[src/rtl/operand_issue.sv]
// rtl/operand_issue.sv - RV32I decode/operand-fetch stage with busy scoreboard and writeback bypass
//
// Purpose:
//   Sits directly in front of the RV32I register file. Decodes the incoming
//   instruction, drives the register-file read addresses, and captures the
//   operands into a one-entry output register. A per-register busy bit
//   marks destinations whose writeback is still outstanding. The stage
//   stalls on RAW and WAW hazards against those bits. Writeback data
//   arriving in the same cycle is forwarded into the operands, so a
//   captured operand is never the stale register-file value.
//
// Optional feature (macro ISSUE_STALL_CNT_EN):
//   When the macro is defined, a 32-bit stall_cnt output is added. It counts
//   the cycles in which an offered instruction is blocked by a hazard.
//   Backpressure-only stalls are not counted. The counter wraps at 2^32.
//   When the macro is undefined, the port and the counter are absent.
//
// Ports:
//   clk, rst                 clock; synchronous active-low reset
//   in_valid/in_ready        instruction handshake from fetch
//   in_instr, in_pc          instruction word and its PC
//   rf_rs1, rf_rs2           register-file read addresses (instr[19:15], instr[24:20])
//   rf_rdata1, rf_rdata2     register-file combinational read data
//   wb_valid, wb_rd, wb_data writeback strobe/index/data (also the regfile write)
//   out_valid/out_ready      issued-instruction handshake to execute
//   out_instr, out_pc        registered instruction and PC
//   out_op1, out_op2         registered rs1/rs2 operand values
//   out_rd, out_rd_wen       destination index and its write enable
//   stall_cnt                hazard stall counter (ISSUE_STALL_CNT_EN only)

module operand_issue #(
  parameter int DataWidth    = 32,
  parameter int Registers    = 32,
  parameter int AddrRegWidth = 5
) (
  input  logic                    clk,
  input  logic                    rst,
  input  logic                    in_valid,
  output logic                    in_ready,
  input  logic [DataWidth-1:0]    in_instr,
  input  logic [DataWidth-1:0]    in_pc,
  output logic [AddrRegWidth-1:0] rf_rs1,
  output logic [AddrRegWidth-1:0] rf_rs2,
  input  logic [DataWidth-1:0]    rf_rdata1,
  input  logic [DataWidth-1:0]    rf_rdata2,
  input  logic                    wb_valid,
  input  logic [AddrRegWidth-1:0] wb_rd,
  input  logic [DataWidth-1:0]    wb_data,
  output logic                    out_valid,
  input  logic                    out_ready,
  output logic [DataWidth-1:0]    out_instr,
  output logic [DataWidth-1:0]    out_pc,
  output logic [DataWidth-1:0]    out_op1,
  output logic [DataWidth-1:0]    out_op2,
  output logic [AddrRegWidth-1:0] out_rd,
  output logic                    out_rd_wen
`ifdef ISSUE_STALL_CNT_EN
  ,
  output logic [31:0]             stall_cnt
`endif
);

  // RV32I major opcodes
  localparam logic [6:0] OpLui    = 7'b0110111;
  localparam logic [6:0] OpAuipc  = 7'b0010111;
  localparam logic [6:0] OpJal    = 7'b1101111;
  localparam logic [6:0] OpJalr   = 7'b1100111;
  localparam logic [6:0] OpBranch = 7'b1100011;
  localparam logic [6:0] OpLoad   = 7'b0000011;
  localparam logic [6:0] OpStore  = 7'b0100011;
  localparam logic [6:0] OpImm    = 7'b0010011;
  localparam logic [6:0] OpReg    = 7'b0110011;

  // ---------------------------------------------------------------------
  // Decode
  // ---------------------------------------------------------------------
  logic [6:0]              w_opcode;
  logic [AddrRegWidth-1:0] w_rd;
  logic [AddrRegWidth-1:0] w_rs1;
  logic [AddrRegWidth-1:0] w_rs2;
  logic                    w_wr_op;
  logic                    w_uses_rs1;
  logic                    w_uses_rs2;
  logic                    w_rd_wen;

  assign w_opcode = in_instr[6:0];
  assign w_rd     = in_instr[7 +: AddrRegWidth];
  assign w_rs1    = in_instr[15 +: AddrRegWidth];
  assign w_rs2    = in_instr[20 +: AddrRegWidth];

  // The read addresses come straight from the instruction fields. The
  // register file then returns data in the same cycle.
  assign rf_rs1 = w_rs1;
  assign rf_rs2 = w_rs2;

  always_comb begin
    w_wr_op    = 1'b0;
    w_uses_rs1 = 1'b0;
    w_uses_rs2 = 1'b0;
    case (w_opcode)
      OpLui, OpAuipc, OpJal: begin
        w_wr_op = 1'b1;
      end
      OpJalr, OpLoad, OpImm: begin
        w_wr_op    = 1'b1;
        w_uses_rs1 = 1'b1;
      end
      OpReg: begin
        w_wr_op    = 1'b1;
        w_uses_rs1 = 1'b1;
        w_uses_rs2 = 1'b1;
      end
      OpBranch, OpStore: begin
        w_uses_rs1 = 1'b1;
        w_uses_rs2 = 1'b1;
      end
      default: begin
        // Unknown opcodes have no sources and no destination. They pass
        // through without touching the scoreboard.
      end
    endcase
  end

  // x0 is never a real destination, so it is never tracked.
  assign w_rd_wen = w_wr_op && (w_rd != '0);

  // ---------------------------------------------------------------------
  // Scoreboard and hazards
  // ---------------------------------------------------------------------
  logic [Registers-1:0]    r_busy;
  logic [Registers-1:0]    w_busy_nxt;
  logic                    w_clr;
  logic                    w_src1_haz;
  logic                    w_src2_haz;
  logic                    w_waw_haz;
  logic                    w_hazard;
  logic                    w_accept;

  logic                    r_out_valid;
  logic [DataWidth-1:0]    r_out_instr;
  logic [DataWidth-1:0]    r_out_pc;
  logic [DataWidth-1:0]    r_out_op1;
  logic [DataWidth-1:0]    r_out_op2;
  logic [AddrRegWidth-1:0] r_out_rd;
  logic                    r_out_rd_wen;

  // A writeback to x0 carries nothing useful. It neither clears a busy bit
  // nor forwards data.
  assign w_clr = wb_valid && (wb_rd != '0);

  // A busy register that is being written back in this cycle is not a
  // hazard. Its value is forwarded from wb_data below.
  assign w_src1_haz = w_uses_rs1 && (w_rs1 != '0) && r_busy[w_rs1]
                      && !(w_clr && (wb_rd == w_rs1));
  assign w_src2_haz = w_uses_rs2 && (w_rs2 != '0) && r_busy[w_rs2]
                      && !(w_clr && (wb_rd == w_rs2));
  assign w_waw_haz  = w_rd_wen && r_busy[w_rd]
                      && !(w_clr && (wb_rd == w_rd));
  assign w_hazard   = w_src1_haz || w_src2_haz || w_waw_haz;

  // in_ready depends on in_valid. It drops only while an offered
  // instruction is actually blocked by a hazard.
  assign in_ready = rst && (!r_out_valid || out_ready) && !(in_valid && w_hazard);
  assign w_accept = in_valid && in_ready;

  // Apply the clear first, then the set. When both hit the same index in
  // one cycle, the newly issued writer keeps the register busy.
  always_comb begin
    w_busy_nxt = r_busy;
    if (w_clr) begin
      w_busy_nxt[wb_rd] = 1'b0;
    end
    if (w_accept && w_rd_wen) begin
      w_busy_nxt[w_rd] = 1'b1;
    end
  end

  // ---------------------------------------------------------------------
  // Operand select with same-cycle writeback bypass
  // ---------------------------------------------------------------------
  logic [DataWidth-1:0] w_op1;
  logic [DataWidth-1:0] w_op2;

  // The register file writes at the end of this cycle, so its read port
  // still shows the old value. Forward wb_data instead when the indices match.
  always_comb begin
    if (w_rs1 == '0) begin
      w_op1 = '0;
    end else if (w_clr && (wb_rd == w_rs1)) begin
      w_op1 = wb_data;
    end else begin
      w_op1 = rf_rdata1;
    end
  end

  always_comb begin
    if (w_rs2 == '0) begin
      w_op2 = '0;
    end else if (w_clr && (wb_rd == w_rs2)) begin
      w_op2 = wb_data;
    end else begin
      w_op2 = rf_rdata2;
    end
  end

  // ---------------------------------------------------------------------
  // Output register and scoreboard state
  // ---------------------------------------------------------------------
  always_ff @(posedge clk) begin
    if (!rst) begin
      r_out_valid  <= 1'b0;
      r_out_instr  <= '0;
      r_out_pc     <= '0;
      r_out_op1    <= '0;
      r_out_op2    <= '0;
      r_out_rd     <= '0;
      r_out_rd_wen <= 1'b0;
      r_busy       <= '0;
    end else begin
      r_busy <= w_busy_nxt;
      if (w_accept) begin
        // An accept in the same cycle as a downstream transfer replaces the
        // departing entry. This keeps a throughput of one instruction per
        // cycle.
        r_out_valid  <= 1'b1;
        r_out_instr  <= in_instr;
        r_out_pc     <= in_pc;
        r_out_op1    <= w_op1;
        r_out_op2    <= w_op2;
        r_out_rd     <= w_rd;
        r_out_rd_wen <= w_rd_wen;
      end else if (r_out_valid && out_ready) begin
        r_out_valid <= 1'b0;
      end
    end
  end

  assign out_valid  = r_out_valid;
  assign out_instr  = r_out_instr;
  assign out_pc     = r_out_pc;
  assign out_op1    = r_out_op1;
  assign out_op2    = r_out_op2;
  assign out_rd     = r_out_rd;
  assign out_rd_wen = r_out_rd_wen;

`ifdef ISSUE_STALL_CNT_EN
  // ---------------------------------------------------------------------
  // Hazard stall counter
  // ---------------------------------------------------------------------
  logic [31:0] r_stall_cnt;

  // Only hazard stalls are counted. A cycle blocked only by a full output
  // register is not counted.
  always_ff @(posedge clk) begin
    if (!rst) begin
      r_stall_cnt <= '0;
    end else if (in_valid && w_hazard) begin
      r_stall_cnt <= r_stall_cnt + 32'd1;
    end
  end

  assign stall_cnt = r_stall_cnt;
`endif

endmodule

[config.mk]
export PLATFORM = sky130hd
export DESIGN_NAME = operand_issue
export DESIGN_NICKNAME = d
export VERILOG_FILES = /design/src/rtl/operand_issue.sv
export SDC_FILE = /design/constraint.sdc
export NUM_CORES = 1
export LEC_CHECK = 0
export CAP_MARGIN = 15
export CORE_MARGIN = 4
export CORE_UTILIZATION = 40
export DETAILED_ROUTE_END_ITERATION = 10
export DONT_BUFFER_PORTS = 1
export PLACE_DENSITY = 0.59
export SLEW_MARGIN = 40
export SYNTH_ARGS = -nofsm -noshare
export SYNTH_HDL_FRONTEND = slang
export SYNTH_SLANG_ARGS = --single-unit
[constraint.sdc]
create_clock -name clk -period 2.7 [get_ports clk]
set_clock_uncertainty 0.15 [all_clocks]
set_input_delay 0.54 -clock clk [delete_from_list [all_inputs] [get_ports clk]]
set_output_delay 0.54 -clock clk [all_outputs]
set_load 0.01 [all_outputs]
Word-level counts from Yosys, hierarchy flattened
Index checks and enable logic that the tools add are counted.
{"block": "totals", "regBits": 167, "ram_bits": 0, "elab_cells": 89, "rom_bits": 0, "out_inout_bits": 146, "latch_bits": 0, "mem_count": 0}
{"block": "classes", "n_mul": 0, "n_eq_ne": 12, "div_mod_pow": 0, "n_mux": 21, "reduce_logical": 39, "shift": 0, "order_cmp": 6, "bitwise_logic": 3, "n_addsub": 0}
{"op": "$mux W32", "n": 6}
{"op": "$and A32 B32 Y32", "n": 1}
{"op": "$not A32 Y32", "n": 1}
{"op": "$or A32 B32 Y32", "n": 1}
{"op": "$lt A5 B6 Y1 const B", "n": 4}
{"op": "$eq A7 B6 Y1 const B", "n": 3}
{"op": "$eq A7 B7 Y1 const B", "n": 3}
{"op": "$logic_and A1 B1 Y1", "n": 21}
{"op": "$reduce_bool A5 Y1", "n": 4}
{"op": "$bmux W1 S5", "n": 3}
{"op": "$eq A5 B5 Y1", "n": 3}
{"op": "$eq A7 B5 Y1 const B", "n": 2}
{"op": "$demux W1 S5", "n": 2}
{"op": "$ge A5 B1 Y1 const B", "n": 2}
{"op": "$logic_not A5 Y1", "n": 2}
{"op": "$mux W1", "n": 10}
{"op": "$eq A7 B2 Y1 const B", "n": 1}
{"op": "$reduce_or A7 Y1", "n": 1}
{"op": "$reduce_or A6 Y1", "n": 1}
{"op": "$logic_not A1 Y1", "n": 5}
{"op": "$logic_or A1 B1 Y1", "n": 3}
{"op": "$reduce_or A3 Y1", "n": 1}
{"op": "$reduce_bool A2 Y1", "n": 1}

Longest topological paths before layout
{"block": "logic_depth", "depth_word": 14, "mapped_depth": 12, "mapped_depth_nobuf": 7}

Least setup slack after synthesis
Ideal clock, no wire load.
{"block": "synth_timing", "kind": "input to output", "from": "input port in_instr[21]", "to": "output port in_ready", "path_stages": 8, "slack_ns": -0.144, "required_ns": 2.010, "arrival_time_ns": 2.154, "cell_sequence": "buf_6 -> mux4_2 -> and2_1 -> a2111oi_0 -> a21oi_1 -> o311ai_1 -> nand2_1 -> a21oi_1"}
{"block": "synth_between", "elab_chain_cells": 9}
{"item": "from (decl)", "line_no": "40", "rtl": "input logic [DataWidth-1:0] in_instr,"}
{"item": "$bmux W1 S5, or another cell as far along", "line_no": "155", "rtl": "assign w_src2_haz = w_uses_rs2 && (w_rs2 != '0) && r_busy[w_rs2]"}
{"item": "$mux W1 (not written as such), or another cell as far along", "line_no": "155"}
{"item": "$logic_and A1 B1 Y1 / $logic_not A1 Y1 (equally long branches)", "line_no": "155, 156"}
{"item": "$logic_and A1 B1 Y1 (*)", "line_no": "156", "rtl": "&& !(w_clr && (wb_rd == w_rs2));"}
{"item": "$logic_or A1 B1 Y1 (*) (2 in series)", "line_no": "159", "rtl": "assign w_hazard = w_src1_haz || w_src2_haz || w_waw_haz;"}
{"item": "$logic_and A1 B1 Y1 (*)", "line_no": "163", "rtl": "assign in_ready = rst && (!r_out_valid || out_ready) && !(in_valid && w_hazard);"}
{"item": "$logic_not A1 Y1 (*)", "line_no": "163"}
{"item": "$logic_and A1 B1 Y1 (*)", "line_no": "163"}
{"item": "to (decl)", "line_no": "39", "rtl": "output logic in_ready,"}
Every way passes the cells marked *; elsewhere a longest branch is shown, timed or not. The select of a mux whose other input is x is not followed.

Worst setup path after layout
{"block": "layout_timing", "from": "register r_busy[27]", "to": "output port in_ready"}
{"block": "layout_between", "elab_chain_cells": 9}
{"item": "from (decl)", "line_no": "130", "rtl": "logic [Registers-1:0] r_busy;"}
{"item": "from (signal assigned)", "line_no": "220", "rtl": "r_busy <= w_busy_nxt;"}
{"item": "$bmux W1 S5 (on tied branches)", "line_no": "153, 155"}
{"item": "$mux W1 (on tied branches)", "line_no": "153, 155"}
{"item": "$logic_and A1 B1 Y1 (on tied branches)", "line_no": "153, 155"}
{"item": "$logic_and A1 B1 Y1 (on tied branches)", "line_no": "154, 156"}
{"item": "$logic_or A1 B1 Y1", "line_no": "159"}
{"item": "$logic_or A1 B1 Y1 (*)", "line_no": "159"}
{"item": "$logic_and A1 B1 Y1 (*)", "line_no": "163"}
{"item": "$logic_not A1 Y1 (*)", "line_no": "163"}
{"item": "$logic_and A1 B1 Y1 (*)", "line_no": "163"}
Marked as above.

==> flow_results.org <==
** Status
- Outcome :: finished with violations
- Violated checks :: negative setup slack

** Worst setup path
- At the worst endpoint, the required time is 2.01 ns.
- The critical path in this run is classified as reg2out.
- The worst setup path is launched from a flop.
- Data arrives at the worst endpoint at ~2.2 ns.
- Along the worst path, the maximum fanout reaches 3.
- Worst Reg-to-Reg Cells :: 11
- The worst setup path is captured at an output port.

** Clock network
- Number of levels in the clock H-tree :: 4
- Clock tree synthesis found a total of between 150 and 200 sinks.
- In this run the deepest clock path goes through 2 buffers.
- CTS tree :: yes
- Clock slew at the register clock pins of the worst setup and hold paths :: about 0.070 ns
- The clock reaches the later pin of the worst-skew pair after slightly above 0.4 ns.
- Number of clock buffers inserted by TritonCTS :: 17
- CTS root buffer :: clkbuf_16

** Synthesis
- After synthesis, the netlist uses 48 different library cells.
- Count of state elements after synthesis :: roughly 160
- For this run, asynchronously set or reset flops after synthesis account for 0%.
- Top_reg_cell synth :: dfxtp_1
- Cell count after synthesis :: between 900 and 1,000
- Synthesized area divided by synthesized cell count :: 9.187 µm²
- Number of flops mapped to enable cells by yosys :: 0
- Area of the mapped netlist :: between 8000 and 9000 µm²
- The share of the Yosys chip area taken by registers is 37.35%.
- The number of nets in the synthesized netlist is between 1,000 and 1,500.
- Yosys warns :: 0

** Timing
- The final critical path takes up 107.2% of the cycle.
- Static timing analysis puts the maximum clock frequency at about 0.35 GHz.
- Measured against its own limit, the worst slew margin works out to 52.96%.
- Setup violations remaining at the end of the flow were counted as 2.
- The smallest clock period supported by the final layout is computed as between 2 and 3 ns.
- Fin. Hold Viols :: 0
- Actual slew at the worst max-slew pin :: ~0.70 ns
- Number of slew-limit violations in the final report :: 0
- Setup repair after global routing missed its margin :: true
- Summed over all failing endpoints, the final setup total negative slack is -0.2092 ns.
- Worst setup margin :: -0.1956 ns

** Floorplanning
- Number of rows in the core area :: 53
- The die is 155.3 µm tall.
- After floorplanning, the core was sized to cover 21,150 µm².
- Area of the die :: approximately 24,000 µm²
- In this run the horizontal extent of the chip is around 160 µm.
- Starting density of the core :: 41.04%
- In this run the count of I/O pins placed on the die edge is around 320.

** GRT
- Maximum number of pins on one net before global-route repair :: about 170
- Global-route wire length before repair :: between 30,000 and 40,000 µm
- After global routing, the most crowded layer is met2.
- The initial antenna violation count was 0.
- For met3 alone, demand over resource in global routing was approximately 5.4%.
- For met1 alone, demand over resource in global routing was between 20% and 30%.
- Fraction of met2 tracks used by global routing :: approximately a third
- For this run, the total global-route usage over all layers was measured as 20.58%.
- The number of global-route vias before repair was around 6,700.
- The total overflow left after global routing is 0.

** Power
- Switching fraction of total power :: 26.69%
- Power share of the clock group :: between 40% and 50%
- In this run the static leakage power is between 4 and 5 nW.
- For this design the total switching power over the nets is ~1.6 mW.
- Relative contribution of sequential cells to total power :: between 40% and 50%
- Internal power :: between 4 and 5 mW
- IR analysis of the VDD net gives a maximum drop of ~0.00046 V.
- Portion of total power attributed to combinational logic :: a little under an eighth
- P per Cell Area :: 571.1 nW/µm²

** Routing
- In this run the remaining antenna-violating nets after routing total 0.
- Vias per cell :: 5.609
- Across all layers, the routed design uses between 6,000 and 7,000 vias.
- After detailed routing, the number of remaining DRC violations is 0.
- For this block, the routed nets add up to 27,380 µm of wire.
- Number of detailed-routing iterations run before antenna repair :: 8
- For this block, the initial DRC count from the detailed router was 597.
- Average routed wire per standard cell :: about 22 µm

** Finish
- Fill count :: between 1,500 and 2,000
- Share of final-layout standard cells stronger than drive strength 1 :: about a quarter
- The final layout contains between 1,000 and 1,500 nets.
- Area occupied by multi-input gates :: approximately 5000 µm²
- Footprint of the flip-flops and latches :: 3262 µm²
- Non-filler instance count after layout :: around 1,200
- Leading cell types in the layout, fill and taps excluded :: nand2_1, mux2i_1, dfxtp_1, inv_1, buf_4
- From synthesis to final layout, the design area changed by 18.32%.
- Leaving out fill and tap cells, the most frequent cell in the layout is nand2_1.
- Final design instance area without fill :: 10,270 µm²
- The repair_antennas step left the layout with diodes totalling 0.

** Place
- Placed instance count :: ~1,200
- Placed Instance Area :: approximately 9100 µm²
- Routability-driven placement finished with a final weighted congestion of between 0.8 and 0.9.
- Once detailed placement completed, the half-perimeter wirelength came to about 19,000 µm.
- Port bufs :: 0

** Min path
- Counting instances, the worst hold path has a depth of 2.
- The tightest min-delay check is of the in2reg type.

** Job
- The tool flagged a number of max-cap violations equal to 0.
==> registers in the layout, indices dropped and copies added, names as in the netlist <==
name and cells:
out_instr 32, out_op1 32, out_op2 32, out_pc 32, out_rd_wen 1, out_valid 1, r_busy 32
==> timing repair <==
action                                  in CTS  in global routing
pin swaps                                    7                  6
buffers inserted                             2                  2
endpoints found under the setup margin       1                 68
gates resized for setup                     17                 37
gates cloned                                 0                 14
hold buffers                                 0                  0
==> area by class of cell <==
class | count | share of cell area (%)
Timing Repair Buffer | 68 | 8.599
Multi-Input combinational cell | 632 | 48.11
Tap cell | 275 | 3.350
Clock buffer | 19 | 4.312
Sequential cell | 162 | 31.75
Clock inverter | 13 | 1.571
Inverter | 63 | 2.302
==> layer usage <==
metal / wire (µm) / vias to the layer above
met5: 0 / -
met4: 559 / 0
met3: 2297 / 42
met2: 13690 / 340
met1: 10830 / 3308
li1: - / 3220
==> cells by family after synthesis <==
family | Yosys count | synth area share (%)
and+or+nand+nor | 300 | 15.54
muxes | 234 | 29.64
DFF | 162 | 37.35
buffers and inverters | 151 | 8.575
AOI/OAI and AO/OA | 83 | 7.379
xor gates and xnor gates | 15 | 1.513
==> critical path, cell delays in order, from the launching register on <==
cell and delay (ns):
dfxtp_2 0.32, buf_4 0.13, mux4_2 0.47, nor3b_2 0.17, a21oi_1 0.07, a2bb2oi_1 0.15, a21boi_2 0.19, nand2_2 0.11
a21oi_4 0.18
==> power by group through the flow <==
stage / Combinational, mW / Clock [mW] / Sequential (mW)
finish: 0.664 / 2.50 / 2.70
global route: 0.721 / 2.68 / 2.71
CTS: 0.582 / 2.57 / 2.70
detailed placement: 0.572 / 0 / 2.76
global placement: 0.565 / 0 / 2.76
floorplan: 0.541 / 0 / 2.71
==> stage by stage <==
| stage | power, mW | util, % | hold slack [ns] | setup WS [ns] |
|---|---|---|---|---|
| floorplan | 3.248 | - | 0.3014 | -0.02663 |
| global placement | 3.323 | 42.91 | 0.3321 | -0.2171 |
| detailed placement | 3.331 | 42.91 | 0.3479 | -0.2657 |
| CTS | 5.853 | 46.19 | 0.07489 | -0.2106 |
| global route | 6.109 | 48.56 | 0.07178 | -0.2718 |
| finish | 5.866 | 48.56 | 0.09538 | -0.1956 |
==> final timing paths <==
kind                                   start            end  slack [ns]
worst max-delay path              r_busy[27]       in_ready       -0.20
worst min-delay path            in_instr[27]  out_instr[27]         0.1
worst max register to register    r_busy[27]     r_busy[27]       -0.01
worst min register to register    out_pc[30]     out_pc[30]        0.36
==> synthesized netlist by cell type (3+ instances only) <==
master / count / area, µm²
nand3b_1: 5 / 37.54
buf_2: 19 / 95.09
buf_6: 11 / 123.9
nor4_1: 3 / 18.77
nor3_1: 3 / 15.01
nor2b_1: 3 / 18.77
dfxtp_1: 162 / 3243
or2_2: 32 / 200.2
clkbuf_1: 39 / 146.4
nand2_1: 197 / 739.5
o31ai_1: 31 / 232.7
a21oi_1: 3 / 15.01
nand3_1: 21 / 105.1
buf_4: 19 / 142.6
inv_1: 63 / 236.5
nand4_1: 3 / 18.77
mux2i_1: 184 / 1842
nor2_1: 16 / 60.06
o211ai_1: 32 / 240.2
xnor2_1: 9 / 78.83
mux4_2: 15 / 337.8
mux2_2: 34 / 382.9
xor2_1: 6 / 52.55
(Power assumes the default switching activity.)
